File: config.mk
export PLATFORM = sky130hd
export DESIGN_NAME = muldiv_unit
export DESIGN_NICKNAME = d
export VERILOG_FILES = /design/src/rtl/muldiv_pkg.sv /design/src/rtl/muldiv_step.sv /design/src/rtl/muldiv_unit.sv
export SDC_FILE = /design/constraint.sdc
export NUM_CORES = 1
export LEC_CHECK = 0
export CAP_MARGIN = 15
export CELL_PAD_IN_SITES_DETAIL_PLACEMENT = 1
export CELL_PAD_IN_SITES_GLOBAL_PLACEMENT = 1
export CORE_ASPECT_RATIO = 0.75
export CORE_MARGIN = 5
export CORE_UTILIZATION = 47
export CTS_CLUSTER_SIZE = 20
export DETAILED_ROUTE_END_ITERATION = 10
export GPL_TIMING_DRIVEN = 0
export PLACE_DENSITY = 0.84
export SYNTH_ARGS = -nofsm -noshare
export SYNTH_HDL_FRONTEND = slang
export SYNTH_HIERARCHICAL = 1
export SYNTH_SLANG_ARGS = --single-unit
File: constraint.sdc
create_clock -name clk -period 6.05 [get_ports clk]
set_input_delay 1.21 -clock clk [delete_from_list [all_inputs] [get_ports clk]]
set_output_delay 1.21 -clock clk [all_outputs]
set_load 0.05 [all_outputs]
File: src/rtl/muldiv_pkg.sv
// muldiv_pkg: shared definitions for the iterative multiply/divide unit.
//   - R-type funct codes handled by the unit
//   - FSM state encoding
//   - operation encoding (multiply / divide)
package muldiv_pkg;

    localparam logic [5:0] FN_MFHI  = 6'b010000;
    localparam logic [5:0] FN_MTHI  = 6'b010001;
    localparam logic [5:0] FN_MFLO  = 6'b010010;
    localparam logic [5:0] FN_MTLO  = 6'b010011;
    localparam logic [5:0] FN_MULT  = 6'b011000;
    localparam logic [5:0] FN_MULTU = 6'b011001;
    localparam logic [5:0] FN_DIV   = 6'b011010;
    localparam logic [5:0] FN_DIVU  = 6'b011011;

    typedef enum logic [1:0] {
        ST_IDLE = 2'd0,
        ST_RUN  = 2'd1,
        ST_FIX  = 2'd2
    } state_t;

    typedef enum logic {
        OP_MUL = 1'b0,
        OP_DIV = 1'b1
    } op_t;

endpackage

File: src/rtl/muldiv_step.sv
// muldiv_step: one combinational iteration of the multiply/divide datapath.
//   op       : OP_MUL = shift-add, OP_DIV = restoring shift-subtract
//   acc      : {upper, lower} accumulator
//              multiply: upper = partial product, lower = remaining multiplier bits
//              divide  : upper = partial remainder, lower = dividend / quotient bits
//   operand  : multiplicand (multiply) or divisor (divide), unsigned magnitude
//   acc_next : accumulator after this iteration
module muldiv_step
    import muldiv_pkg::*;
#(
    parameter int WIDTH = 32
) (
    input  logic                 op,
    input  logic [2*WIDTH-1:0]   acc,
    input  logic [WIDTH-1:0]     operand,
    output logic [2*WIDTH-1:0]   acc_next
);

    logic [WIDTH-1:0] upper;
    logic [WIDTH-1:0] lower;
    logic [WIDTH:0]   add_sum;
    logic [WIDTH:0]   shifted;
    logic [WIDTH:0]   diff;

    always_comb begin
        upper    = acc[2*WIDTH-1:WIDTH];
        lower    = acc[WIDTH-1:0];
        // Multiply: add multiplicand when the current multiplier bit is set,
        // carry bit lands in the top of the shifted accumulator.
        add_sum  = {1'b0, upper} + (lower[0] ? {1'b0, operand} : {(WIDTH+1){1'b0}});
        // Divide: bring in the next dividend bit and trial-subtract.
        // The partial remainder stays below the divisor, so a borrow shows
        // up as bit WIDTH of the difference.
        shifted  = {upper, lower[WIDTH-1]};
        diff     = shifted - {1'b0, operand};
        acc_next = acc;
        if (op == OP_MUL) begin
            acc_next = {add_sum, lower[WIDTH-1:1]};
        end else if (!diff[WIDTH]) begin
            acc_next = {diff[WIDTH-1:0], lower[WIDTH-2:0], 1'b1};
        end else begin
            acc_next = {shifted[WIDTH-1:0], lower[WIDTH-2:0], 1'b0};
        end
    end

endmodule

File: src/rtl/muldiv_unit.sv
// muldiv_unit: iterative MIPS multiply/divide unit owning HI/LO.
//   clk, rst_n     : clock, asynchronous active-low reset
//   start, funct   : issue request and R-type funct (MULT/MULTU/DIV/DIVU/MT*/MF*)
//   rs_val, rt_val : operands
//   flush          : abort the in-flight operation (HI/LO untouched)
//   busy           : operation in flight (RUN or FIX)
//   done           : one-cycle pulse when HI/LO receive a MULT/DIV result
//   hi, lo         : architectural HI/LO
//   mf_result      : hi for MFHI, lo for MFLO, else 0 (combinational)
// One product/quotient bit per cycle on unsigned magnitudes; signs are
// applied in the FIX state.
module muldiv_unit
    import muldiv_pkg::*;
#(
    parameter int WIDTH = 32
) (
    input  logic             clk,
    input  logic             rst_n,
    input  logic             start,
    input  logic [5:0]       funct,
    input  logic [WIDTH-1:0] rs_val,
    input  logic [WIDTH-1:0] rt_val,
    input  logic             flush,
    output logic             busy,
    output logic             done,
    output logic [WIDTH-1:0] hi,
    output logic [WIDTH-1:0] lo,
    output logic [WIDTH-1:0] mf_result
);

    localparam int CW = $clog2(WIDTH + 1);

    state_t               state_q, state_d;
    op_t                  op_q, op_d;
    logic                 q_neg_q, q_neg_d;
    logic                 r_neg_q, r_neg_d;
    logic [2*WIDTH-1:0]   acc_q, acc_d;
    logic [WIDTH-1:0]     opnd_q, opnd_d;
    logic [WIDTH-1:0]     hi_q, hi_d;
    logic [WIDTH-1:0]     lo_q, lo_d;
    logic [CW-1:0]        cnt_q, cnt_d;
    logic                 done_q, done_d;

    logic                 is_mul, is_div, is_signed;
    logic                 a_neg, b_neg;
    logic [WIDTH-1:0]     mag_a, mag_b;
    logic [2*WIDTH-1:0]   acc_step;
    logic [2*WIDTH-1:0]   prod_fix;
    logic [WIDTH-1:0]     quo_fix, rem_fix;

    muldiv_step #(.WIDTH(WIDTH)) u_step (
        .op       (op_q),
        .acc      (acc_q),
        .operand  (opnd_q),
        .acc_next (acc_step)
    );

    // Issue decode and operand magnitudes.
    always_comb begin
        is_mul    = (funct == FN_MULT) || (funct == FN_MULTU);
        is_div    = (funct == FN_DIV)  || (funct == FN_DIVU);
        is_signed = (funct == FN_MULT) || (funct == FN_DIV);
        a_neg     = is_signed & rs_val[WIDTH-1];
        b_neg     = is_signed & rt_val[WIDTH-1];
        mag_a     = a_neg ? -rs_val : rs_val;
        mag_b     = b_neg ? -rt_val : rt_val;
    end

    // Sign correction of the finished magnitude result.
    always_comb begin
        prod_fix = q_neg_q ? -acc_q : acc_q;
        quo_fix  = q_neg_q ? -acc_q[WIDTH-1:0] : acc_q[WIDTH-1:0];
        rem_fix  = r_neg_q ? -acc_q[2*WIDTH-1:WIDTH] : acc_q[2*WIDTH-1:WIDTH];
    end

    always_comb begin
        state_d = state_q;
        op_d    = op_q;
        q_neg_d = q_neg_q;
        r_neg_d = r_neg_q;
        acc_d   = acc_q;
        opnd_d  = opnd_q;
        hi_d    = hi_q;
        lo_d    = lo_q;
        cnt_d   = cnt_q;
        done_d  = 1'b0;
        case (state_q)
            ST_IDLE: begin
                if (start && !flush) begin
                    if (is_mul || is_div) begin
                        op_d    = is_div ? OP_DIV : OP_MUL;
                        // Divide by zero must yield an all-ones quotient even
                        // for a negative dividend, so its quotient sign is forced
                        // positive. The remainder (= dividend) keeps its sign.
                        q_neg_d = (a_neg ^ b_neg) && !(is_div && (rt_val == '0));
                        r_neg_d = a_neg;
                        acc_d   = is_div ? {{WIDTH{1'b0}}, mag_a} : {{WIDTH{1'b0}}, mag_b};
                        opnd_d  = is_div ? mag_b : mag_a;
                        cnt_d   = '0;
                        state_d = ST_RUN;
                    end else if (funct == FN_MTHI) begin
                        hi_d = rs_val;
                    end else if (funct == FN_MTLO) begin
                        lo_d = rs_val;
                    end
                end
            end
            ST_RUN: begin
                if (flush) begin
                    state_d = ST_IDLE;
                end else begin
                    acc_d = acc_step;
                    cnt_d = cnt_q + CW'(1);
                    if (cnt_q == CW'(WIDTH - 1)) state_d = ST_FIX;
                end
            end
            ST_FIX: begin
                state_d = ST_IDLE;
                if (!flush) begin
                    if (op_q == OP_MUL) begin
                        hi_d = prod_fix[2*WIDTH-1:WIDTH];
                        lo_d = prod_fix[WIDTH-1:0];
                    end else begin
                        hi_d = rem_fix;
                        lo_d = quo_fix;
                    end
                    done_d = 1'b1;
                end
            end
            default: state_d = ST_IDLE;
        endcase
    end

    always_ff @(posedge clk or negedge rst_n) begin
        if (!rst_n) begin
            state_q <= ST_IDLE;
            op_q    <= OP_MUL;
            q_neg_q <= 1'b0;
            r_neg_q <= 1'b0;
            acc_q   <= '0;
            opnd_q  <= '0;
            hi_q    <= '0;
            lo_q    <= '0;
            cnt_q   <= '0;
            done_q  <= 1'b0;
        end else begin
            state_q <= state_d;
            op_q    <= op_d;
            q_neg_q <= q_neg_d;
            r_neg_q <= r_neg_d;
            acc_q   <= acc_d;
            opnd_q  <= opnd_d;
            hi_q    <= hi_d;
            lo_q    <= lo_d;
            cnt_q   <= cnt_d;
            done_q  <= done_d;
        end
    end

    assign busy      = (state_q != ST_IDLE);
    assign done      = done_q;
    assign hi        = hi_q;
    assign lo        = lo_q;
    assign mf_result = (funct == FN_MFHI) ? hi_q :
                       (funct == FN_MFLO) ? lo_q : '0;

endmodule
## Word-level counts from Yosys, hierarchy flattened

Cells that the tools add are included.

- Bits of input ports: 74
- Output and inout port bits: 98
- Register bits: 172
- Word-level logic and storage cells: 101

- Add/sub/neg operators: 8
- Equal/unequal tests: 20
- Reductions and logical operators: 19
- Bitwise logic cells: 3
- Muxes and demuxes: 41

Operator list:

| cell | number |
|---|---|
| $mux 32 | 20 |
| $mux 64 | 6 |
| $neg 32->32 | 4 |
| $pmux 32 s2 | 2 |
| $pmux 64 s2 | 1 |
| $neg 64->64 | 1 |
| $eq 6x5->1 const B | 9 |
| $add 32x33->33 | 1 |
| $sub 33x32->33 | 1 |
| $logic_not 32->1 | 1 |
| $mux 6 | 3 |
| $ne 2x2->1 const B | 8 |
| $pmux 6 s2 | 1 |
| $mux 2 | 4 |
| $add 6x1->6 const B | 1 |
| $reduce_and 3->1 | 2 |
| $reduce_and 6->1 | 1 |
| $reduce_bool 2->1 | 3 |
| $reduce_and 5->1 | 1 |
| $logic_or 1x1->1 | 4 |
| $pmux 2 s2 | 1 |
| $reduce_and 4->1 | 1 |
| $logic_and 1x1->1 | 3 |
| $mux 1 | 3 |
| other kinds (7) | 9 |

## Depth between registers and ports, before layout

- Depth in word-level cells: 8
- Gate-level depth with buffers: 16
- Mapped depth without buffers: 14

## Modules after synthesis

Netlist, hierarchy kept.

By module, submodules not included:

| module | area an instance (µm²) | instances | sequential area each (µm²) | cells each |
|---|---|---|---|---|
| muldiv_unit | 11338.4 | 1 | 4304.1 | 1399 |
| muldiv_step | 4820.9 | 1 | 0.0 | 688 |

## Worst setup path after synthesis

Ideal clock, no wire load.

- Kind: in2out
- Start: in funct[1]
- End: out mf_result[10]
- Cell stages on the path: 4
- Data arrival time: 2770 ps
- Required time: 4840 ps
- Path slack: 2070 ps
- Cells stage by stage: buf_1 > clkbuf_1 > mux2i_1 > nor2_1

- Longest elaborated chain between the ends: 3
- Elaborated cells between the ends (all ways): 4

RTL lines:

| element | line | RTL |
|---|---|---|
| from (decl) | muldiv_unit.sv:20 | `input logic [5:0] funct,` |
| $eq 6x5->1 | muldiv_unit.sv:165 | `(funct == FN_MFLO) ? lo_q : '0;` |
| $mux 32 | muldiv_unit.sv:165 |  |
| $mux 32 * | muldiv_unit.sv:164 | `assign mf_result = (funct == FN_MFHI) ? hi_q :` |
| to (decl) | muldiv_unit.sv:28 | `output logic [WIDTH-1:0] mf_result` |

Mark *: on every way between the ends. The rest lies on a longest branch, timed or not.

## Final worst setup path

- Start: in funct[1]
- End: out mf_result[23]

Same word-level chain as after synthesis.

==> results.toml <==
[floorplanning]
io_pins = 172
rows = 58
dieHeight_um = 171
start_util = 0.479
dieArea_mm2 = 0.0382
core_area_mm2 = 0.0337
die_x_um = 224

[timing]
hold_viol_final = 0
finClkSkew_ps = 14.6
fin_crit_ps = 5920
worstMarginPinSlew_ps = 1060
rsz0062_at_grt = "no"
finalCritPeriodShare = 0.979
finalSetupViolCount = 0
max_freq_ghz = 0.169
max_slew_margin = 0.291
drv_slew = 0

[yosys]
ys_top_cells_by_count = "nand2_1, nor2_1, a21oi_1, dfrtp_1, o21ai_0"
synthesis.area_mm2 = 0.0162
synth_mux_area_frac = 0.0524
synth_area_leader_cell = "dfrtp_1"
synth_xor_area_frac = 0.0921
synth_top_family_by_area = "compound AO/OA/AOI/OAI gates"
ys_seq_elements = 172
syn_area_per_cell_um2 = 7.74
seq_area_frac_synth = 0.266
yosysWarnings = 6
synth-edff-count = 0
netlist_instances = 2087
synthFlopType = "dfrtp_1"
synth_nets = 2232
synthSimpleGateAreaFrac = 0.238
synth_area_leaders = "dfrtp_1, a21oi_1, nand2_1"
synth_compound_area_frac = 0.251
async_flop_share = 1.00
yosysMostFrequentCell = "nand2_1"
synth_top_area_frac = 0.266
synth_cell_types = 94
synthAdderAreaFrac = 0.0559

[worst_setup_path]
critPathSlowestCell = "clkbuf_1"
cpMostUsedCell = "clkdlybuf4s50_1"
crit_fanout = 10
crit_type = "in2out"
crit_path_cell_trace = "clkdlybuf4s50_1, buf_1, clkbuf_1, mux2i_1, nor2_1, clkdlybuf4s50_1"
crit_path_start_kind = "primary input"
endpoint_kind = "output pin"
crit_required_ps = 4840
critical-path-max-stage-delay_ps = 860
cp.arrival_ps = 4710

[global_routing]
track_usage = 0.410
antenna_found_initial = 3
grt_pass1_wl_um = 120000
grt_overflow = 0
grt_start_max_net_pins = 90
first_global_vias = 18600

[route]
drtPass1Iterations = 6
avgViaCountPerCell = 6.86
num_vias = 18800
drtIter0Drc = 2640
drc = 0
wl_um = 81100
ant_nets = 0
wl_per_cell_um = 29.6

[placed_design]
place_congestion = 1.03
placed_area_mm2 = 0.0184
portBuffers = 167
dp_cells = 2705
dp_hpwl_um = 64900

[cts]
clkTransAtPathRegs_ps = 70
hold_buffers = 0
clock_tree.buffer_depth = 2
cts-htree-levels = 4
post_cts_buffers = 0
clock_sinks = 172
cts_root_buf = "clkbuf_16"
cts_buffers = 17
clock_latency_ps = 460
cts_resized = 0
tritoncts = "built"

[finish]
finish.utilization = 0.564
finalNetCount = 2419
fin_cells = 2737
final.fill_count = 4195
drive_gt1_frac = 0.0564
antennaDiodeCount = 0
design_area_mm2 = 0.0190
synthToLayoutAreaGrowth_pct = 17.7

[status]
status = "finished, final reports clean"

[pwr]
ir_drop_mv = 0.182
leakagePower_nw = 8.19
power_w = 0.00495
power_density_mw_per_mm2 = 260

[worst_hold_path]
min_path_type = "reg2reg"

[flow_run]
cap_violations = 0
layout make-up:
| cell class | instances | area, µm² | share of cell area |
|---|---|---|---|
| plain buffers | 117 | 499 | 0.0262 |
| inverters | 60 | 225 | 0.0118 |
| flip-flops and latches | 172 | 4300 | 0.226 |
| clock buffers | 18 | 439 | 0.0231 |
| clock inverters | 14 | 160 | 0.00842 |
| well taps | 450 | 563 | 0.0296 |
| multi-input cells | 1738 | 11100 | 0.585 |
| repair buffers | 168 | 1700 | 0.0896 |
cell usage in the layout (no fill, tap or decap), drive strengths merged, types with 20 or more instances in the layout:
cell	synthesis	routed
a211oi	20	20
a21o	39	39
a21oi	188	188
and2	44	44
and3	25	25
buf	21	23
clkbuf	96	114
clkdlybuf4s50	0	166
dfrtp	172	172
ha	69	69
inv	58	62
mux2	37	37
mux2i	43	43
nand2	236	236
nand3	73	73
nand4	21	21
nor2	224	224
nor3	43	43
nor4	32	32
o21ai	145	145
o221ai	29	29
o31ai	30	30
or3	20	20
xnor2	84	84
xor2	86	86
final timing paths:
check	start	slack (ps)	endpoint	cells after the start
min	cnt_q[5]	490	state_q[1]	1
min in group asynchronous	rst_n	730	acc_q[60]	1
max	funct[1]	130	mf_result[23]	6
max reg2reg	acc_q[0]	1060	acc_q[63]	15
max in group asynchronous	rst_n	4400	acc_q[21]	2
min reg2reg	cnt_q[5]	490	state_q[1]	1
metal layers:
metal | wire length (µm) | vias up | global-route usage | part of all wire
li1 | - | 7970 | - | -
met1 | 34400 | 9239 | 0.589 | 0.42
met2 | 32300 | 1330 | 0.580 | 0.40
met3 | 10800 | 225 | 0.130 | 0.13
met4 | 3600 | 2 | 0.143 | 0.044
met5 | 20 | - | 0 | 0.00025
registers in the layout, indices dropped and copies added, names as in the netlist, 2 cells and up:
register and flops:
acc_q 64, cnt_q 6, hi 32, lo 32, opnd_q 32, state_q 2
metrics by stage:
step | TNS (ps) | hold WS, ps | setup WS, ps
6_report | 0 | 485 | 128
5_1_grt | 0 | 501 | 97.3
3_5_place_dp | 0 | 468 | 258
3_3_place_gp | -611640 | 458 | -3580
2_1_floorplan | 0 | 443 | 2070
4_1_cts | 0 | 477 | 263
critical path: cells and delay by family:
| kind | cells | cell delay, ps |
|---|---|---|
| simple gates | 1 | 180 |
| mux | 1 | 220 |
| buf+inv | 4 | 3090 |
logic make-up (layout without fill, tap and decap cells):
family / count (synthesis) / after routing
and+or+nand+nor: 802 / 802
AOI/OAI and AO/OA: 615 / 615
buffers and inverters: 177 / 377
DFF: 172 / 172
xor gates and xnor gates: 170 / 170
muxes: 80 / 80
adders and majority gates: 71 / 71
report_power, final:
group	internal (W)	leakage [nW]	total (W)	switching, W
Combinational	0.000769	5.63	0.00213	0.00136
Sequential	0.00130	2.28	0.00165	0.000354
Clock	0.000628	0.285	0.00117	0.000545
Total	0.00269	8.19	0.00495	0.00226
Power figures use the tool's default switching activity.
